### config.mk
export PLATFORM = sky130hd
export DESIGN_NAME = wave_sel_stepper
export DESIGN_NICKNAME = d
export VERILOG_FILES = /design/src/rtl/wave_ctrl_pkg.sv /design/src/rtl/key_repeat_gen.sv /design/src/rtl/wave_sel_stepper.sv
export SDC_FILE = /design/constraint.sdc
export NUM_CORES = 1
export LEC_CHECK = 0
export CORE_MARGIN = 1.5
export CORE_UTILIZATION = 57
export CTS_CLUSTER_SIZE = 25
export DETAILED_ROUTE_END_ITERATION = 16
export PLACE_DENSITY = 0.79
export REMOVE_ABC_BUFFERS = 1
export SLEW_MARGIN = 20
export SYNTH_ARGS = -nofsm -noshare
export SYNTH_HDL_FRONTEND = slang
export SYNTH_SLANG_ARGS = --single-unit
### constraint.sdc
create_clock -name sys_clk -period 3 [get_ports sys_clk]
set_input_delay 0.9 -clock sys_clk [delete_from_list [all_inputs] [get_ports sys_clk]]
set_output_delay 0.9 -clock sys_clk [all_outputs]
set_load 0.1 [all_outputs]
### src/rtl/wave_ctrl_pkg.sv
// Shared definitions for the DDS wave-control path: auto-repeat FSM
// encoding, key direction, and the default repeat timing for a 50 MHz
// sys_clk (also used by the key debounce block).
package wave_ctrl_pkg;

  typedef enum logic [1:0] {
    ST_IDLE = 2'd0,
    ST_HOLD = 2'd1,
    ST_RPT  = 2'd2
  } rpt_state_e;

  typedef enum logic {
    DIR_INC = 1'b0,
    DIR_DEC = 1'b1
  } rpt_dir_e;

  // 0.5 s initial hold, then one step every 0.1 s at 50 MHz
  localparam int unsigned HOLD_CYC_DEF = 25_000_000;
  localparam int unsigned RPT_CYC_DEF  = 5_000_000;

  function automatic int unsigned max_u(input int unsigned a, input int unsigned b);
    return (a > b) ? a : b;
  endfunction

endpackage

### src/rtl/key_repeat_gen.sv
// Hold-to-auto-repeat generator: after a key pulse, keeps watching the
// key level and emits single-cycle repeat ticks, first after HOLD_CYC
// cycles and then every RPT_CYC cycles. HOLD_CYC = 0 disables it.
module key_repeat_gen
  import wave_ctrl_pkg::*;
#(
  parameter int unsigned HOLD_CYC = HOLD_CYC_DEF,
  parameter int unsigned RPT_CYC  = RPT_CYC_DEF
) (
  input  logic sys_clk,
  input  logic sys_rst_n,
  input  logic inc_pulse,
  input  logic dec_pulse,
  input  logic inc_level,
  input  logic dec_level,
  output logic rpt_inc,
  output logic rpt_dec
);

  localparam int unsigned TMR_W = $clog2(max_u(HOLD_CYC, RPT_CYC) + 1);
  localparam logic [TMR_W-1:0] HOLD_LAST = TMR_W'(HOLD_CYC - 1);
  localparam logic [TMR_W-1:0] RPT_LAST  = TMR_W'(RPT_CYC - 1);

  rpt_state_e       state_q;
  rpt_dir_e         dir_q;
  logic [TMR_W-1:0] timer_q;

  logic single_pulse;
  logic opp_pulse;
  logic dir_level;
  logic at_last;
  logic tick;

  // Decode tick from registered state so the step lands exactly
  // HOLD_CYC / RPT_CYC cycles after the anchor pulse.
  always_comb begin
    single_pulse = inc_pulse ^ dec_pulse;
    dir_level    = (dir_q == DIR_INC) ? inc_level : dec_level;
    opp_pulse    = single_pulse && ((dir_q == DIR_INC) ? dec_pulse : inc_pulse);
    at_last      = (state_q == ST_HOLD) ? (timer_q == HOLD_LAST) : (timer_q == RPT_LAST);
    tick         = (state_q != ST_IDLE) && !opp_pulse && dir_level && at_last;
    rpt_inc      = tick && (dir_q == DIR_INC);
    rpt_dec      = tick && (dir_q == DIR_DEC);
  end

  // Repeat FSM and hold/repeat timer
  always_ff @(posedge sys_clk or negedge sys_rst_n) begin
    if (!sys_rst_n) begin
      state_q <= ST_IDLE;
      dir_q   <= DIR_INC;
      timer_q <= '0;
    end else if (HOLD_CYC == 0) begin
      state_q <= ST_IDLE;
      timer_q <= '0;
    end else begin
      case (state_q)
        ST_IDLE: begin
          if (single_pulse) begin
            dir_q   <= inc_pulse ? DIR_INC : DIR_DEC;
            timer_q <= '0;
            state_q <= ST_HOLD;
          end
        end
        ST_HOLD, ST_RPT: begin
          if (opp_pulse) begin
            dir_q   <= (dir_q == DIR_INC) ? DIR_DEC : DIR_INC;
            timer_q <= '0;
            state_q <= ST_HOLD;
          end else if (!dir_level) begin
            timer_q <= '0;
            state_q <= ST_IDLE;
          end else if (at_last) begin
            timer_q <= '0;
            state_q <= ST_RPT;
          end else begin
            timer_q <= timer_q + 1'b1;
          end
        end
        default: begin
          timer_q <= '0;
          state_q <= ST_IDLE;
        end
      endcase
    end
  end

endmodule

### src/rtl/wave_sel_stepper.sv
// Bounded up/down selection index for the wave-select mux: key pulses and
// auto-repeat ticks step the index, with wrap or saturate at the ends,
// clamped direct load, one-hot decode and a change strobe.
module wave_sel_stepper
  import wave_ctrl_pkg::*;
#(
  parameter int unsigned CNT_W    = 3,
  parameter int unsigned CNT_MAX  = 3,
  parameter int unsigned WRAP     = 1,
  parameter int unsigned RST_VAL  = 0,
  parameter int unsigned HOLD_CYC = HOLD_CYC_DEF,
  parameter int unsigned RPT_CYC  = RPT_CYC_DEF
) (
  input  logic             sys_clk,
  input  logic             sys_rst_n,
  input  logic             inc_pulse,
  input  logic             dec_pulse,
  input  logic             inc_level,
  input  logic             dec_level,
  input  logic             load_en,
  input  logic [CNT_W-1:0] load_val,
  output logic [CNT_W-1:0] cnt_out,
  output logic [CNT_MAX:0] cnt_onehot,
  output logic             cnt_chg,
  output logic             at_min,
  output logic             at_max
);

  localparam logic [CNT_W-1:0] MAX_V = CNT_W'(CNT_MAX);
  localparam logic [CNT_W-1:0] RST_V = CNT_W'(RST_VAL);

  logic             rpt_inc;
  logic             rpt_dec;
  logic             inc_step;
  logic             dec_step;
  logic [CNT_W-1:0] cnt_nxt;
  logic [CNT_MAX:0] onehot_nxt;

  key_repeat_gen #(
    .HOLD_CYC (HOLD_CYC),
    .RPT_CYC  (RPT_CYC)
  ) u_key_repeat_gen (
    .sys_clk   (sys_clk),
    .sys_rst_n (sys_rst_n),
    .inc_pulse (inc_pulse),
    .dec_pulse (dec_pulse),
    .inc_level (inc_level),
    .dec_level (dec_level),
    .rpt_inc   (rpt_inc),
    .rpt_dec   (rpt_dec)
  );

  // Next index: load beats steps; opposing steps cancel; ends are found
  // by comparing against CNT_MAX so non-power-of-2 moduli work.
  always_comb begin
    inc_step = inc_pulse | rpt_inc;
    dec_step = dec_pulse | rpt_dec;
    cnt_nxt  = cnt_out;
    if (load_en) begin
      cnt_nxt = (load_val > MAX_V) ? MAX_V : load_val;
    end else if (inc_step && dec_step) begin
      cnt_nxt = cnt_out;
    end else if (inc_step) begin
      if (cnt_out >= MAX_V) cnt_nxt = (WRAP != 0) ? '0 : MAX_V;
      else                  cnt_nxt = cnt_out + CNT_W'(1);
    end else if (dec_step) begin
      if (cnt_out == '0) cnt_nxt = (WRAP != 0) ? MAX_V : '0;
      else               cnt_nxt = cnt_out - CNT_W'(1);
    end
  end

  // One-hot decode of the next index
  always_comb begin
    onehot_nxt = '0;
    for (int unsigned i = 0; i <= CNT_MAX; i++) begin
      onehot_nxt[i] = (cnt_nxt == CNT_W'(i));
    end
  end

  // Registered index, decode, end flags and change strobe
  always_ff @(posedge sys_clk or negedge sys_rst_n) begin
    if (!sys_rst_n) begin
      cnt_out <= RST_V;
      for (int unsigned i = 0; i <= CNT_MAX; i++) begin
        cnt_onehot[i] <= (i == RST_VAL);
      end
      cnt_chg <= 1'b0;
      at_min  <= (RST_V == '0);
      at_max  <= (RST_V == MAX_V);
    end else begin
      cnt_out    <= cnt_nxt;
      cnt_onehot <= onehot_nxt;
      cnt_chg    <= (cnt_nxt != cnt_out);
      at_min     <= (cnt_nxt == '0);
      at_max     <= (cnt_nxt == MAX_V);
    end
  end

endmodule

==> impl_metrics.yaml <==
logic_synthesis:
  ys.warnings.count: 0
  synth_compound_area_share_pct: 16.05
  synth.area.mux_share_pct: 1.610
  synth_edf_count: 0
  ys_ff_latch: 36
  async_flop_share_pct: 100.0
  synthesis.area_sq_mm: 0.002253
  synth_seq_area_share_pct: 40.03
  synth_fa_ha_area_share_pct: 4.442
  yosysUniqueCellTypes: 53
  synth-simple-area-share_pct: 27.32
  synthXorXnorAreaFrac_pct: 7.385
  synthCells: 248
  synth_ff_type: "dfrtp_1"
  synth.top_cells.by_count: "dfrtp_1, nor2_1, nand2_1"
  synth_top_family_by_area: "simple AND/OR/NAND/NOR gates"
  synthTopCellsByArea: "dfrtp_1, nor2_1, xor2_1, ha_1, o21ai_0"
  synth_top_area_share_pct: 38.87
  synth_most_common_cell: "dfrtp_1"
  avgSynthCellArea_sq_um: 9.086
  yosys.area.top_type: "dfrtp_1"
power:
  p_int_w: 0.001167
  p_sw_share_pct: 37.03
  leakage_nw: 1.254
  pwr-share-clk_pct: 32.4
  p_switching_w: 0.0006863
  power.density_mw_per_mm2: 657.5
  vdd_drop_max_mv: 0.5447
  seq_power_share_pct: 31.6
  pwr-share-comb_pct: 36.1
clocking:
  cts_buffers: 5
  cts.clk_slew.worst_paths_ps: 70
  clk_latency_ps: 290
  cts_sinks: 36
  hold_buffers: 0
  htree_num_levels: 2
  clk_path_buf_depth: 2
  cts-root-buf: "clkbuf_8"
  cts_tree: "done"
timing:
  post-route-period-util_pct: 95.28
  max_freq_mhz: 349.9
  finClkSkew_ps: 5.283
  period_minus_slack_ps: 2858
  worst_pin_slew_ps: 787.0
  max_slew_margin_pct: 47.54
  grt_setup_unrepaired: "false"
  finalSetupViolations: 0
  slew_violations: 0
  setup_tns_ps: 0
  hold_viol_final: 0
cells_and_area:
  area_growth_pct: 25.10
  post-route-util_pct: 75.86
  fill_cells: 260
  drive_gt1_share_pct: 21.60
  n_antenna_cell: 0
  nNetsFinal: 304
global_routing:
  antenna_found_initial: 0
  gr-total-overflow: 0
  grt_pass1_vias: 1927
  grt_pass1_wl_um: 8790
  groute.usage.overall_pct: 26.49
  grt_start_max_net_pins: 37
routing:
  first_pass_iters: 4
  wirelength_um: 5304
  routed-wl-met2_um: 2569
  vias: 1972
  drtAntennaViolNets: 0
  drt_iter0_drc: 179
  wl_met1_um: 2457
  met3_length_um: 202
  drc_errors: 0
  vias_per_cell: 5.887
  routed.top_layer: "met4"
  avgRoutedWirePerCell_um: 15.83
placed_design:
  port_buffers: 19
  hpwl_um: 3562
  place.gp.congestion: 0.8789
worst_setup_path:
  path_max_fanout: 6
  slowest_stage: "clkdlybuf4s50_1"
  cp_data_required_time_ps: 3220
  startpoint_type: "primary input"
  critPathMaxStageDelay_ps: 390
  cp_cell_sequence: "clkdlybuf4s50_1, nor2b_2, a32oi_4, a2111oi_4, buf_6, or3_4, o211ai_1, buf_4, buf_4, o211ai_1, nand4_1"
  worstSetupEndpointType: "register"
  worstSetupPathType: "in2reg"
  crit_arrival_ps: 3080
die:
  start_util_pct: 60.64
  ios: 20
  dieHeight_um: 65.88
  die_area_sq_mm: 0.004340
  rows: 22
  core_sq_mm: 0.003716
  fp.dieW_um: 65.88
run_status:
  status: "complete, no violations"
hold_path:
  min_path_type: "reg2reg"
job:
  maxCapViolations: 0
## worst paths after layout
check / slack (ps) / from / endpoint / cells after the start
setup / recovery: 140 / inc_level / cnt_chg$_DFF_PN0_ / 11
hold / removal: 520 / u_key_repeat_gen.timer_q[0]$_DFFE_PN0P_ / u_key_repeat_gen.timer_q[0]$_DFFE_PN0P_ / 1
setup reg to reg: 160 / u_key_repeat_gen.timer_q[17]$_DFFE_PN0P_ / cnt_chg$_DFF_PN0_ / 10
hold reg to reg: 520 / u_key_repeat_gen.timer_q[0]$_DFFE_PN0P_ / u_key_repeat_gen.timer_q[0]$_DFFE_PN0P_ / 1
max in group asynchronous: 1820 / sys_rst_n / cnt_out[1]$_DFF_PN0_ / 1
min in group asynchronous: 690 / sys_rst_n / u_key_repeat_gen.timer_q[2]$_DFFE_PN0P_ / 1
## state kept, by name, summed over array words and instances (netlist names)
name	flops
u_key_repeat_gen.dir_q	1
cnt_chg	1
u_key_repeat_gen.state_q	2
u_key_repeat_gen.timer_q	25
cnt_out	3
at_max	1
cnt_onehot	3
## metal layers
metal / up-vias / GRT usage (%)
li1: 960 / -
met1: 958 / 35.20
met2: 45 / 42.42
met3: 9 / 4.770
met4: 0 / 11.20
met5: - / 0
## cell usage in the layout (no fill, tap or decap), types with 5 or more instances in the layout
cell	Yosys	routed
clkbuf_8	0	5
o21ai_0	16	16
dfrtp_1	35	35
nor3_1	9	8
and3_1	10	10
buf_4	2	31
inv_1	7	7
clkdlybuf4s50_1	0	6
xnor2_1	7	7
nand3_1	7	7
nand4_1	10	10
xor2_1	12	12
a21oi_1	11	11
nor2_1	30	30
nand2_1	20	20
ha_1	8	8
## cells by family (layout without fill, tap and decap cells)
family | after synthesis | in the layout
simple gates | 115 | 115
buf+inv | 17 | 56
xor+xnor | 19 | 19
mux | 3 | 3
fa+ha+maj | 8 | 8
flops | 36 | 36
compound gates | 50 | 50
## power by group through the flow
stage	Clock (W)	Sequential (W)	Combinational, W
2_1_floorplan	0	0.000720	0.000295
3_3_place_gp	0	0.000588	0.000627
3_5_place_dp	0	0.000587	0.000636
4_1_cts	0.000606	0.000582	0.000656
5_1_grt	0.000624	0.000592	0.000721
6_report	0.000600	0.000585	0.000668
## final cells by class
cell class	instances	area, sq um	area share [%]
well taps	48	60.06	2.130
clock inverters	3	90.09	3.196
flip-flops and latches	36	902.1	32.00
inverters	7	26.28	0.9321
multi-input cells	195	1341	47.58
clock buffers	5	68.82	2.441
repair buffers	41	330.3	11.72
## worst max-delay path: cells and delay by family
family / cells / cell delay (ps)
buffers and inverters: 4 / 830
and+or+nand+nor: 3 / 630
AOI/OAI and AO/OA: 4 / 720
## stage by stage
step                setup WS, ps  std cells  instance area [sq um]  hold WS [ps]  power [W]
floorplan                  123.9        238                   2208         467.6   0.001015
global placement          -270.2        324                   2571         482.7   0.001215
detailed placement        -391.3        324                   2571         510.4   0.001224
CTS                       0.1870        334                   2783         523.8   0.001844
global route               26.89        335                   2819         559.9   0.001937
finish                     141.6        335                   2819         524.7   0.001853
## repair_timing
action,CTS,global route
pin swaps,4,2
setup endpoints to repair,5,5
resized for setup,6,7
setup buffers,2,1
No activity file was read; power rests on OpenSTA's default activity.
